$ cat config.mk
export PLATFORM = sky130hd
export DESIGN_NAME = uart_rx_core
export DESIGN_NICKNAME = d
export VERILOG_FILES = /design/src/rtl/uart_rx_core_pkg.sv /design/src/rtl/uart_baud_tick_gen.sv /design/src/rtl/uart_rx_core.sv
export SDC_FILE = /design/constraint.sdc
export NUM_CORES = 1
export LEC_CHECK = 0
export BUFFER_PORTS_ARGS = -buffer_cell sky130_fd_sc_hd__buf_2
export CORE_MARGIN = 4
export CORE_UTILIZATION = 40
export CTS_CLUSTER_SIZE = 25
export DETAILED_ROUTE_END_ITERATION = 7
export PLACE_DENSITY_LB_ADDON = 0.15
export SLEW_MARGIN = 30
export SYNTH_ARGS = -nofsm -noshare
export SYNTH_HDL_FRONTEND = slang
export SYNTH_SLANG_ARGS = --single-unit
$ cat constraint.sdc
create_clock -name clk_i -period 5.16 [get_ports clk_i]
set_input_delay 0.258 -clock clk_i [delete_from_list [all_inputs] [get_ports clk_i]]
set_output_delay 0.258 -clock clk_i [all_outputs]
set_load 0.01 [all_outputs]
$ cat src/rtl/uart_rx_core_pkg.sv
// Shared UART configuration types and the receiver FSM state encoding.
// Normalisation helpers map out-of-range configuration values onto legal settings.
package uart_rx_core_pkg;

    typedef enum logic [4:0] {
        X16 = 5'd16,
        X13 = 5'd13
    } OverSamplingE;

    typedef enum logic [1:0] {
        ONE_BIT = 2'd1,
        TWO_BIT = 2'd2
    } StopBitE;

    typedef enum logic [3:0] {
        FIVE_BIT  = 4'd5,
        SIX_BIT   = 4'd6,
        SEVEN_BIT = 4'd7,
        EIGHT_BIT = 4'd8
    } DataBitsE;

    typedef enum logic [2:0] {
        StIdle,
        StStart,
        StData,
        StParity,
        StStop
    } rx_state_e;

    function automatic OverSamplingE norm_os(input logic [4:0] v);
        return (v == 5'd13) ? X13 : X16;
    endfunction

    function automatic DataBitsE norm_bits(input logic [3:0] v);
        if (v < 4'd5) return FIVE_BIT;
        if (v > 4'd8) return EIGHT_BIT;
        return DataBitsE'(v);
    endfunction

    function automatic StopBitE norm_stop(input logic [1:0] v);
        return (v == 2'd2) ? TWO_BIT : ONE_BIT;
    endfunction

endpackage

$ cat src/rtl/uart_baud_tick_gen.sv
// Free-running oversample tick generator: one-cycle tick every divisor clocks.
// A divisor of 0 behaves as 1; resync restarts the count from 0 without a tick.
module uart_baud_tick_gen #(
    parameter int unsigned DIV_WIDTH = 16
) (
    input  logic                 clk_i,
    input  logic                 rst_ni,
    input  logic [DIV_WIDTH-1:0] divisor_i,
    input  logic                 resync_i,
    output logic                 tick_o
);

    logic [DIV_WIDTH-1:0] cnt_q, cnt_d;
    logic [DIV_WIDTH-1:0] last;

    always_comb begin
        last   = (divisor_i == '0) ? '0 : divisor_i - DIV_WIDTH'(1);
        cnt_d  = cnt_q + DIV_WIDTH'(1);
        tick_o = 1'b0;
        if (resync_i) begin
            cnt_d = '0;
        end else if (cnt_q >= last) begin
            cnt_d  = '0;
            tick_o = 1'b1;
        end
    end

    always_ff @(posedge clk_i or negedge rst_ni) begin
        if (!rst_ni) begin
            cnt_q <= '0;
        end else begin
            cnt_q <= cnt_d;
        end
    end

endmodule

$ cat src/rtl/uart_rx_core.sv
// Oversampling UART receiver with majority-vote bit decisions, parity/framing
// status and a valid/ready output holding register.
module uart_rx_core import uart_rx_core_pkg::*; #(
    parameter int unsigned DATA_WIDTH = 8,
    parameter int unsigned DIV_WIDTH  = 16
) (
    input  logic                  clk_i,
    input  logic                  rst_ni,
    input  logic                  rxd_i,
    input  logic [DIV_WIDTH-1:0]  cfg_baud_divisor_i,
    input  logic [4:0]            cfg_over_sampling_i,
    input  logic [3:0]            cfg_data_bits_i,
    input  logic                  cfg_parity_enable_i,
    input  logic                  cfg_parity_odd_i,
    input  logic [1:0]            cfg_stop_bits_i,
    output logic [DATA_WIDTH-1:0] rx_data_o,
    output logic                  rx_valid_o,
    input  logic                  rx_ready_i,
    output logic                  parity_error_o,
    output logic                  framing_error_o,
    output logic                  overrun_error_o,
    output logic                  busy_o
);

    logic rxd_sync1_q, rxd_sync2_q, rxd_prev_q;

    rx_state_e       state_q, state_d;
    logic [4:0]      sample_q, sample_d;
    logic [3:0]      bit_cnt_q, bit_cnt_d;
    logic            stop_cnt_q, stop_cnt_d;
    logic [1:0]      maj_s_q, maj_s_d;
    logic [DATA_WIDTH-1:0] shift_q, shift_d;
    logic            perr_q, perr_d;
    logic            ferr_q, ferr_d;

    OverSamplingE    os_q, os_d;
    DataBitsE        nbits_q, nbits_d;
    StopBitE         stop_q, stop_d;
    logic            par_en_q, par_en_d;
    logic            par_odd_q, par_odd_d;
    logic [DIV_WIDTH-1:0] div_q, div_d;

    logic [DATA_WIDTH-1:0] rx_data_q, rx_data_d;
    logic            rx_valid_q, rx_valid_d;
    logic            parity_err_q, parity_err_d;
    logic            framing_err_q, framing_err_d;
    logic            overrun_q, overrun_d;

    logic            tick, start_edge, at_decide, maj, complete, accept;
    logic [4:0]      os_val, os_last, mid;
    logic [3:0]      nbits_val;
    logic [DIV_WIDTH-1:0] div_sel;

    assign start_edge = (state_q == StIdle) && rxd_prev_q && !rxd_sync2_q;
    // Idle uses the live divisor; a running frame keeps the one latched at its start.
    assign div_sel    = (state_q == StIdle) ? cfg_baud_divisor_i : div_q;

    uart_baud_tick_gen #(
        .DIV_WIDTH(DIV_WIDTH)
    ) u_tick_gen (
        .clk_i    (clk_i),
        .rst_ni   (rst_ni),
        .divisor_i(div_sel),
        .resync_i (start_edge),
        .tick_o   (tick)
    );

    assign os_val    = os_q;
    assign os_last   = os_val - 5'd1;
    assign mid       = os_val >> 1;
    assign nbits_val = nbits_q;
    assign at_decide = tick && (sample_q == mid + 5'd1);
    assign maj       = (maj_s_q[0] & maj_s_q[1]) | (maj_s_q[0] & rxd_sync2_q) |
                       (maj_s_q[1] & rxd_sync2_q);

    always_comb begin
        state_d    = state_q;
        sample_d   = sample_q;
        bit_cnt_d  = bit_cnt_q;
        stop_cnt_d = stop_cnt_q;
        maj_s_d    = maj_s_q;
        shift_d    = shift_q;
        perr_d     = perr_q;
        ferr_d     = ferr_q;
        os_d       = os_q;
        nbits_d    = nbits_q;
        stop_d     = stop_q;
        par_en_d   = par_en_q;
        par_odd_d  = par_odd_q;
        div_d      = div_q;
        complete   = 1'b0;

        if (state_q == StIdle) begin
            sample_d = '0;
        end else if (tick) begin
            sample_d = (sample_q == os_last) ? 5'd0 : sample_q + 5'd1;
        end
        if (tick && sample_q == mid - 5'd1) maj_s_d[0] = rxd_sync2_q;
        if (tick && sample_q == mid)        maj_s_d[1] = rxd_sync2_q;

        unique case (state_q)
            StIdle: begin
                if (start_edge) begin
                    state_d    = StStart;
                    sample_d   = '0;
                    bit_cnt_d  = '0;
                    stop_cnt_d = 1'b0;
                    shift_d    = '0;
                    perr_d     = 1'b0;
                    ferr_d     = 1'b0;
                    os_d       = norm_os(cfg_over_sampling_i);
                    nbits_d    = norm_bits(cfg_data_bits_i);
                    stop_d     = norm_stop(cfg_stop_bits_i);
                    par_en_d   = cfg_parity_enable_i;
                    par_odd_d  = cfg_parity_odd_i;
                    div_d      = cfg_baud_divisor_i;
                end
            end
            StStart: begin
                if (at_decide) state_d = maj ? StIdle : StData;
            end
            StData: begin
                if (at_decide) begin
                    for (int i = 0; i < DATA_WIDTH; i++) begin
                        if (bit_cnt_q == 4'(i)) shift_d[i] = maj;
                    end
                    bit_cnt_d = bit_cnt_q + 4'd1;
                    if (bit_cnt_q == nbits_val - 4'd1) state_d = par_en_q ? StParity : StStop;
                end
            end
            StParity: begin
                if (at_decide) begin
                    perr_d  = ((^shift_q) ^ maj) != par_odd_q;
                    state_d = StStop;
                end
            end
            StStop: begin
                if (at_decide) begin
                    ferr_d = ferr_q | ~maj;
                    // Complete at the last stop bit's decision so a new start can follow.
                    if (stop_cnt_q == (stop_q == TWO_BIT)) begin
                        complete = 1'b1;
                        state_d  = StIdle;
                    end else begin
                        stop_cnt_d = 1'b1;
                    end
                end
            end
            default: state_d = StIdle;
        endcase
    end

    assign accept = rx_valid_q & rx_ready_i;

    always_comb begin
        rx_data_d     = rx_data_q;
        rx_valid_d    = rx_valid_q;
        parity_err_d  = parity_err_q;
        framing_err_d = framing_err_q;
        overrun_d     = 1'b0;
        if (complete && (!rx_valid_q || accept)) begin
            rx_data_d     = shift_q;
            parity_err_d  = perr_q;
            framing_err_d = ferr_d;
            rx_valid_d    = 1'b1;
        end else if (complete) begin
            overrun_d = 1'b1;
        end else if (accept) begin
            rx_valid_d = 1'b0;
        end
    end

    always_ff @(posedge clk_i or negedge rst_ni) begin
        if (!rst_ni) begin
            rxd_sync1_q   <= 1'b1;
            rxd_sync2_q   <= 1'b1;
            rxd_prev_q    <= 1'b1;
            state_q       <= StIdle;
            sample_q      <= '0;
            bit_cnt_q     <= '0;
            stop_cnt_q    <= 1'b0;
            maj_s_q       <= '0;
            shift_q       <= '0;
            perr_q        <= 1'b0;
            ferr_q        <= 1'b0;
            os_q          <= X16;
            nbits_q       <= EIGHT_BIT;
            stop_q        <= ONE_BIT;
            par_en_q      <= 1'b0;
            par_odd_q     <= 1'b0;
            div_q         <= '0;
            rx_data_q     <= '0;
            rx_valid_q    <= 1'b0;
            parity_err_q  <= 1'b0;
            framing_err_q <= 1'b0;
            overrun_q     <= 1'b0;
        end else begin
            rxd_sync1_q   <= rxd_i;
            rxd_sync2_q   <= rxd_sync1_q;
            rxd_prev_q    <= rxd_sync2_q;
            state_q       <= state_d;
            sample_q      <= sample_d;
            bit_cnt_q     <= bit_cnt_d;
            stop_cnt_q    <= stop_cnt_d;
            maj_s_q       <= maj_s_d;
            shift_q       <= shift_d;
            perr_q        <= perr_d;
            ferr_q        <= ferr_d;
            os_q          <= os_d;
            nbits_q       <= nbits_d;
            stop_q        <= stop_d;
            par_en_q      <= par_en_d;
            par_odd_q     <= par_odd_d;
            div_q         <= div_d;
            rx_data_q     <= rx_data_d;
            rx_valid_q    <= rx_valid_d;
            parity_err_q  <= parity_err_d;
            framing_err_q <= framing_err_d;
            overrun_q     <= overrun_d;
        end
    end

    assign rx_data_o       = rx_data_q;
    assign rx_valid_o      = rx_valid_q;
    assign parity_error_o  = parity_err_q;
    assign framing_error_o = framing_err_q;
    assign overrun_error_o = overrun_q;
    assign busy_o          = (state_q != StIdle);

endmodule

==> Implementation_results.wiki <==
{| class="wikitable"
! Metric !! Value
|-
| End of the critical path || rx_data_o[7]
|-
| Total power || 2.351 mW
|-
| Number of unique standard cell types used by synthesis || 58
|-
| Top-count cell post-synth || sky130_fd_sc_hd__nand2_1
|-
| Number of cell instances on the worst register-to-register path || 16
|-
| TritonCTS clock tree || yes
|-
| Area growth syn-to-layout || 14.15%
|-
| Placer congestion estimate || 0.8612
|-
| Grt ovf || 0
|-
| Arrival time at the worst endpoint || 4.91 ns
|-
| Seq. cell area || 0.002059 mm2
|-
| R2R Path Start || state_q[1]
|-
| Net switching power || 0.8420 mW
|-
| Post-CTS Repair Setup Buffers || 0
|-
| Worst Setup Start Kind || flop
|-
| Post-synth top cells || sky130_fd_sc_hd__nand2_1, sky130_fd_sc_hd__dfrtp_1, sky130_fd_sc_hd__nor2_1, sky130_fd_sc_hd__xor2_1, sky130_fd_sc_hd__nand3_1
|-
| Share of power burned in the clock network || 28.1%
|-
| Number of maximum-capacitance constraint violations || 0
|-
| Async S/R FF share, synth || 100.0%
|-
| Peak fanout along the critical path || 27
|-
| Die Span X || 120.4 um
|-
| Die Span Y || ~120 um
|-
| Wire length of the first global-routing pass || 19490 um
|-
| Number of buffers on the longest clock path || 2
|-
| Number of top-level design ports || 46
|-
| Post-route ant nets || 0
|-
| Peak clock frequency supported by timing || 213.7 MHz
|-
| Post-Route Utilization || 47.40%
|-
| Pwr per Cell Area || 407.9 mW/mm2
|-
| Critical Path RT || 5.39 ns
|-
| Status || completed
|-
| Worst Skew || 0.006838 ns
|-
| Register bit count reported by yosys || 82
|-
| Reg-to-reg setup timing slack || 0.48 ns
|-
| Initial Utilization || 41.52%
|-
| Floorplan row count || 40
|-
| Post_cts resized || 0
|-
| Leakage || 2.777 nW
|-
| Via count of the first global-routing pass || 3940
|-
| DRC marker count from the first detailed-route iteration || 211
|-
| HPWL after DPL || 8703 um
|-
| Synth top area cells || sky130_fd_sc_hd__dfrtp_1, sky130_fd_sc_hd__nand2_1, sky130_fd_sc_hd__ha_1
|-
| Crit path from || state_q[1]
|-
| # fillers || 1157
|-
| Worst Hold Margin || 0.1174 ns
|-
| Cell internal pwr || 1.509 mW
|-
| VDD IR max || 0.1854 mV
|-
| EDFF count, synth || 0
|-
| Number of antenna violations at the first check in global routing || 0
|-
| Cell area after synthesis || just over 0.005 mm2
|-
| Shortest period the worst path allows || around 4.7 ns
|-
| Area share of the leading cell type in the synthesized netlist || 37.66%
|-
| Max Slew Vio Count || 0
|-
| Largest net degree at the start of global routing || 45
|-
| Hold crit path type || in -> reg
|-
| Switching fraction of total power || approximately 36%
|-
| Hold-fix buffers, CTS || 2
|-
| Critical Path Sink Type || flop
|-
| Syn_nets || around 600
|-
| Clock Sink Count || a little over 80
|-
| Final-report hold violation count || 0
|-
| Average wire per cell in the routed design || approximately 15 um
|-
| Inserted Clock Buffers || 9
|-
| Number of warnings printed during yosys synthesis || 0
|-
| Source-to-sink clock delay at the later pin of the worst-skew pair || 0.35 ns
|-
| First-pass iteration count of the detailed router || 4
|-
| Routed via count divided by cell count || between 5 and 6
|-
| Number of buffers inserted by port buffering || 45
|-
| CTS HTree Levels || 3
|-
| Unrepaired setup endpoints after global routing || no
|-
| Seq pwr share || 38.2%
|-
| Kind of critical path || reg -> reg
|-
| GRT Overall Usage || 16.83%
|-
| Dominant synthesized flop cell || sky130_fd_sc_hd__dfrtp_1
|-
| Full die area || 0.01449 mm2
|-
| Worst R2R End || rx_data_o[7]
|-
| Normalized max-slew margin || 45.45%
|-
| CTS clk-pin slew, worst paths || 0.06 ns
|-
| Via total after detailed routing || 3943
|-
| Final-layout setup total negative slack || 0 ns
|-
| Placeable core region || 0.01216 mm2
|-
| Number of standard cells after synthesis || 540
|-
| Syn avg cell area || 9.352 um2
|-
| Worst-Margin Slew || around 0.8 ns
|-
| Final standard cell count with taps included and fillers excluded || 756
|-
| Placed insts || 738
|-
| Clock tree root driver cell || sky130_fd_sc_hd__clkbuf_16
|-
| Layout cell share with drive strength beyond 1 || 16.84%
|-
| Number of design rule violations left after detail routing || 0
|-
| Area of combinational cells with multiple inputs || 0.002834 mm2
|-
| Number of nets in the layout || 642
|-
| Portion of total power attributed to combinational logic || 33.7%
|-
| Sum of routed wire length over all layers || 11640 um
|-
| Synth area leader || sky130_fd_sc_hd__dfrtp_1
|-
| Final number of setup-violating endpoints || 0
|-
| Antenna cell count || 0
|-
| Portion of the clock cycle consumed by the worst path in the final layout || 90.67%
|-
| Sequential cell area fraction in the yosys report || 40.78%
|}
==> layer usage <==
metal  wire, um  part of all wire (%)  vias to the layer above  GRT usage, %
li1           -                     -                     1976             -
met5          0                     0                        -             0
met2       5734                    49                       69         28.50
met4        233                   2.0                        0         6.586
met1       5309                    46                     1883         21.45
met3        364                   3.1                       15         2.853
==> cells in the final DEF, fill, tap and decap left out, types with 3 or more instances in the layout <==
| cell type | count |
|---|---|
| sky130_fd_sc_hd__nand4_1 | 16 |
| sky130_fd_sc_hd__o31ai_1 | 3 |
| sky130_fd_sc_hd__and2_1 | 4 |
| sky130_fd_sc_hd__or3_1 | 7 |
| sky130_fd_sc_hd__dfrtp_1 | 76 |
| sky130_fd_sc_hd__mux2i_1 | 22 |
| sky130_fd_sc_hd__buf_4 | 8 |
| sky130_fd_sc_hd__mux2_4 | 11 |
| sky130_fd_sc_hd__clkinvlp_4 | 3 |
| sky130_fd_sc_hd__xor2_1 | 28 |
| sky130_fd_sc_hd__nand2b_1 | 9 |
| sky130_fd_sc_hd__nand3_1 | 27 |
| sky130_fd_sc_hd__mux2_2 | 5 |
| sky130_fd_sc_hd__dfstp_2 | 6 |
| sky130_fd_sc_hd__o21a_1 | 3 |
| sky130_fd_sc_hd__nor2_1 | 36 |
| sky130_fd_sc_hd__nand2_1 | 103 |
| sky130_fd_sc_hd__o21ai_0 | 16 |
| sky130_fd_sc_hd__a21oi_1 | 13 |
| sky130_fd_sc_hd__a211oi_1 | 3 |
| sky130_fd_sc_hd__nor2b_1 | 3 |
| sky130_fd_sc_hd__ha_1 | 26 |
| sky130_fd_sc_hd__nor3_1 | 15 |
| sky130_fd_sc_hd__clkbuf_16 | 9 |
| sky130_fd_sc_hd__xnor2_1 | 20 |
| sky130_fd_sc_hd__and3_1 | 10 |
| sky130_fd_sc_hd__inv_1 | 13 |
| sky130_fd_sc_hd__o211ai_1 | 6 |
| sky130_fd_sc_hd__nand4b_1 | 3 |
| sky130_fd_sc_hd__a21o_1 | 4 |
| sky130_fd_sc_hd__buf_2 | 44 |
==> worst max-delay path: stages, from the launching register on <==
cell                       delay (ns)
sky130_fd_sc_hd__dfrtp_1         0.49
sky130_fd_sc_hd__nor3_4          0.21
sky130_fd_sc_hd__buf_4           0.34
sky130_fd_sc_hd__mux2i_1         0.35
sky130_fd_sc_hd__ha_1            0.29
sky130_fd_sc_hd__o211ai_1        0.22
sky130_fd_sc_hd__a211oi_1        0.34
sky130_fd_sc_hd__xor2_1          0.17
sky130_fd_sc_hd__nand2_1         0.07
sky130_fd_sc_hd__ha_1            0.28
sky130_fd_sc_hd__nand4_1         0.16
sky130_fd_sc_hd__nor3_2          0.22
sky130_fd_sc_hd__or4b_4          0.52
sky130_fd_sc_hd__a31oi_4         0.19
sky130_fd_sc_hd__and3_1          0.16
sky130_fd_sc_hd__buf_4           0.22
sky130_fd_sc_hd__mux2_4          0.31
==> per-stage QoR <==
step	setup slack, ns	area [um2]
4_1_cts	0.4532	5764
2_1_floorplan	0.3435	5050
5_1_grt	0.2242	5764
3_5_place_dp	0.4739	5439
6_report	0.4816	5764
3_3_place_gp	0.6024	5439
==> area by class of cell <==
cell class / count / share of cell area [%]
inverters: 14 / 0.9551
multi-input cells: 422 / 49.16
clock inverters: 6 / 1.150
clock buffers: 10 / 4.146
repair buffers: 54 / 5.209
well taps: 168 / 3.647
flip-flops and latches: 82 / 35.73
==> cells by family after synthesis <==
group	Yosys count	synth area share (%)
mux	38	8.746
buf+inv	36	3.097
flops	82	40.78
simple gates	242	22.75
fa+ha+maj	27	6.640
xor+xnor	48	8.325
compound gates	67	9.663
==> worst min path at each step <==
stage | startpoint | end | slack (ns) | cells past startpoint
6_report | cfg_baud_divisor_i[12] | div_q[12] | 0.12 | 3
5_1_grt | cfg_parity_enable_i | par_en_q | 0.11 | 3
4_1_cts | cfg_parity_enable_i | par_en_q | 0.09 | 3
3_5_place_dp | rst_ni | rx_data_o[7] | 0.27 | 1
3_3_place_gp | rst_ni | rx_data_o[7] | 0.26 | 1
2_1_floorplan | rst_ni | bit_cnt_q[0] | -0.04 | 0
==> state kept, by name, summed over array words and instances, names as in the netlist, 2 cells and up <==
signal,cells
rx_data_o,8
sample_q,5
bit_cnt_q,4
os_q,2
u_tick_gen.cnt_q,16
maj_s_q,2
div_q,16
state_q,3
stop_q,2
shift_q,8
nbits_q,4
==> power groups by stage <==
stage | Sequential [mW] | Clock, mW | Combinational (mW)
after CTS | 0.901 | 0.681 | 0.805
after detailed placement | 0.911 | 0 | 0.799
after global routing | 0.921 | 0.707 | 0.897
after global placement | 0.909 | 0 | 0.775
final | 0.899 | 0.660 | 0.792
after floorplan | 0.870 | 0 | 0.615
Note: power is estimated with default switching activity, not from simulation.
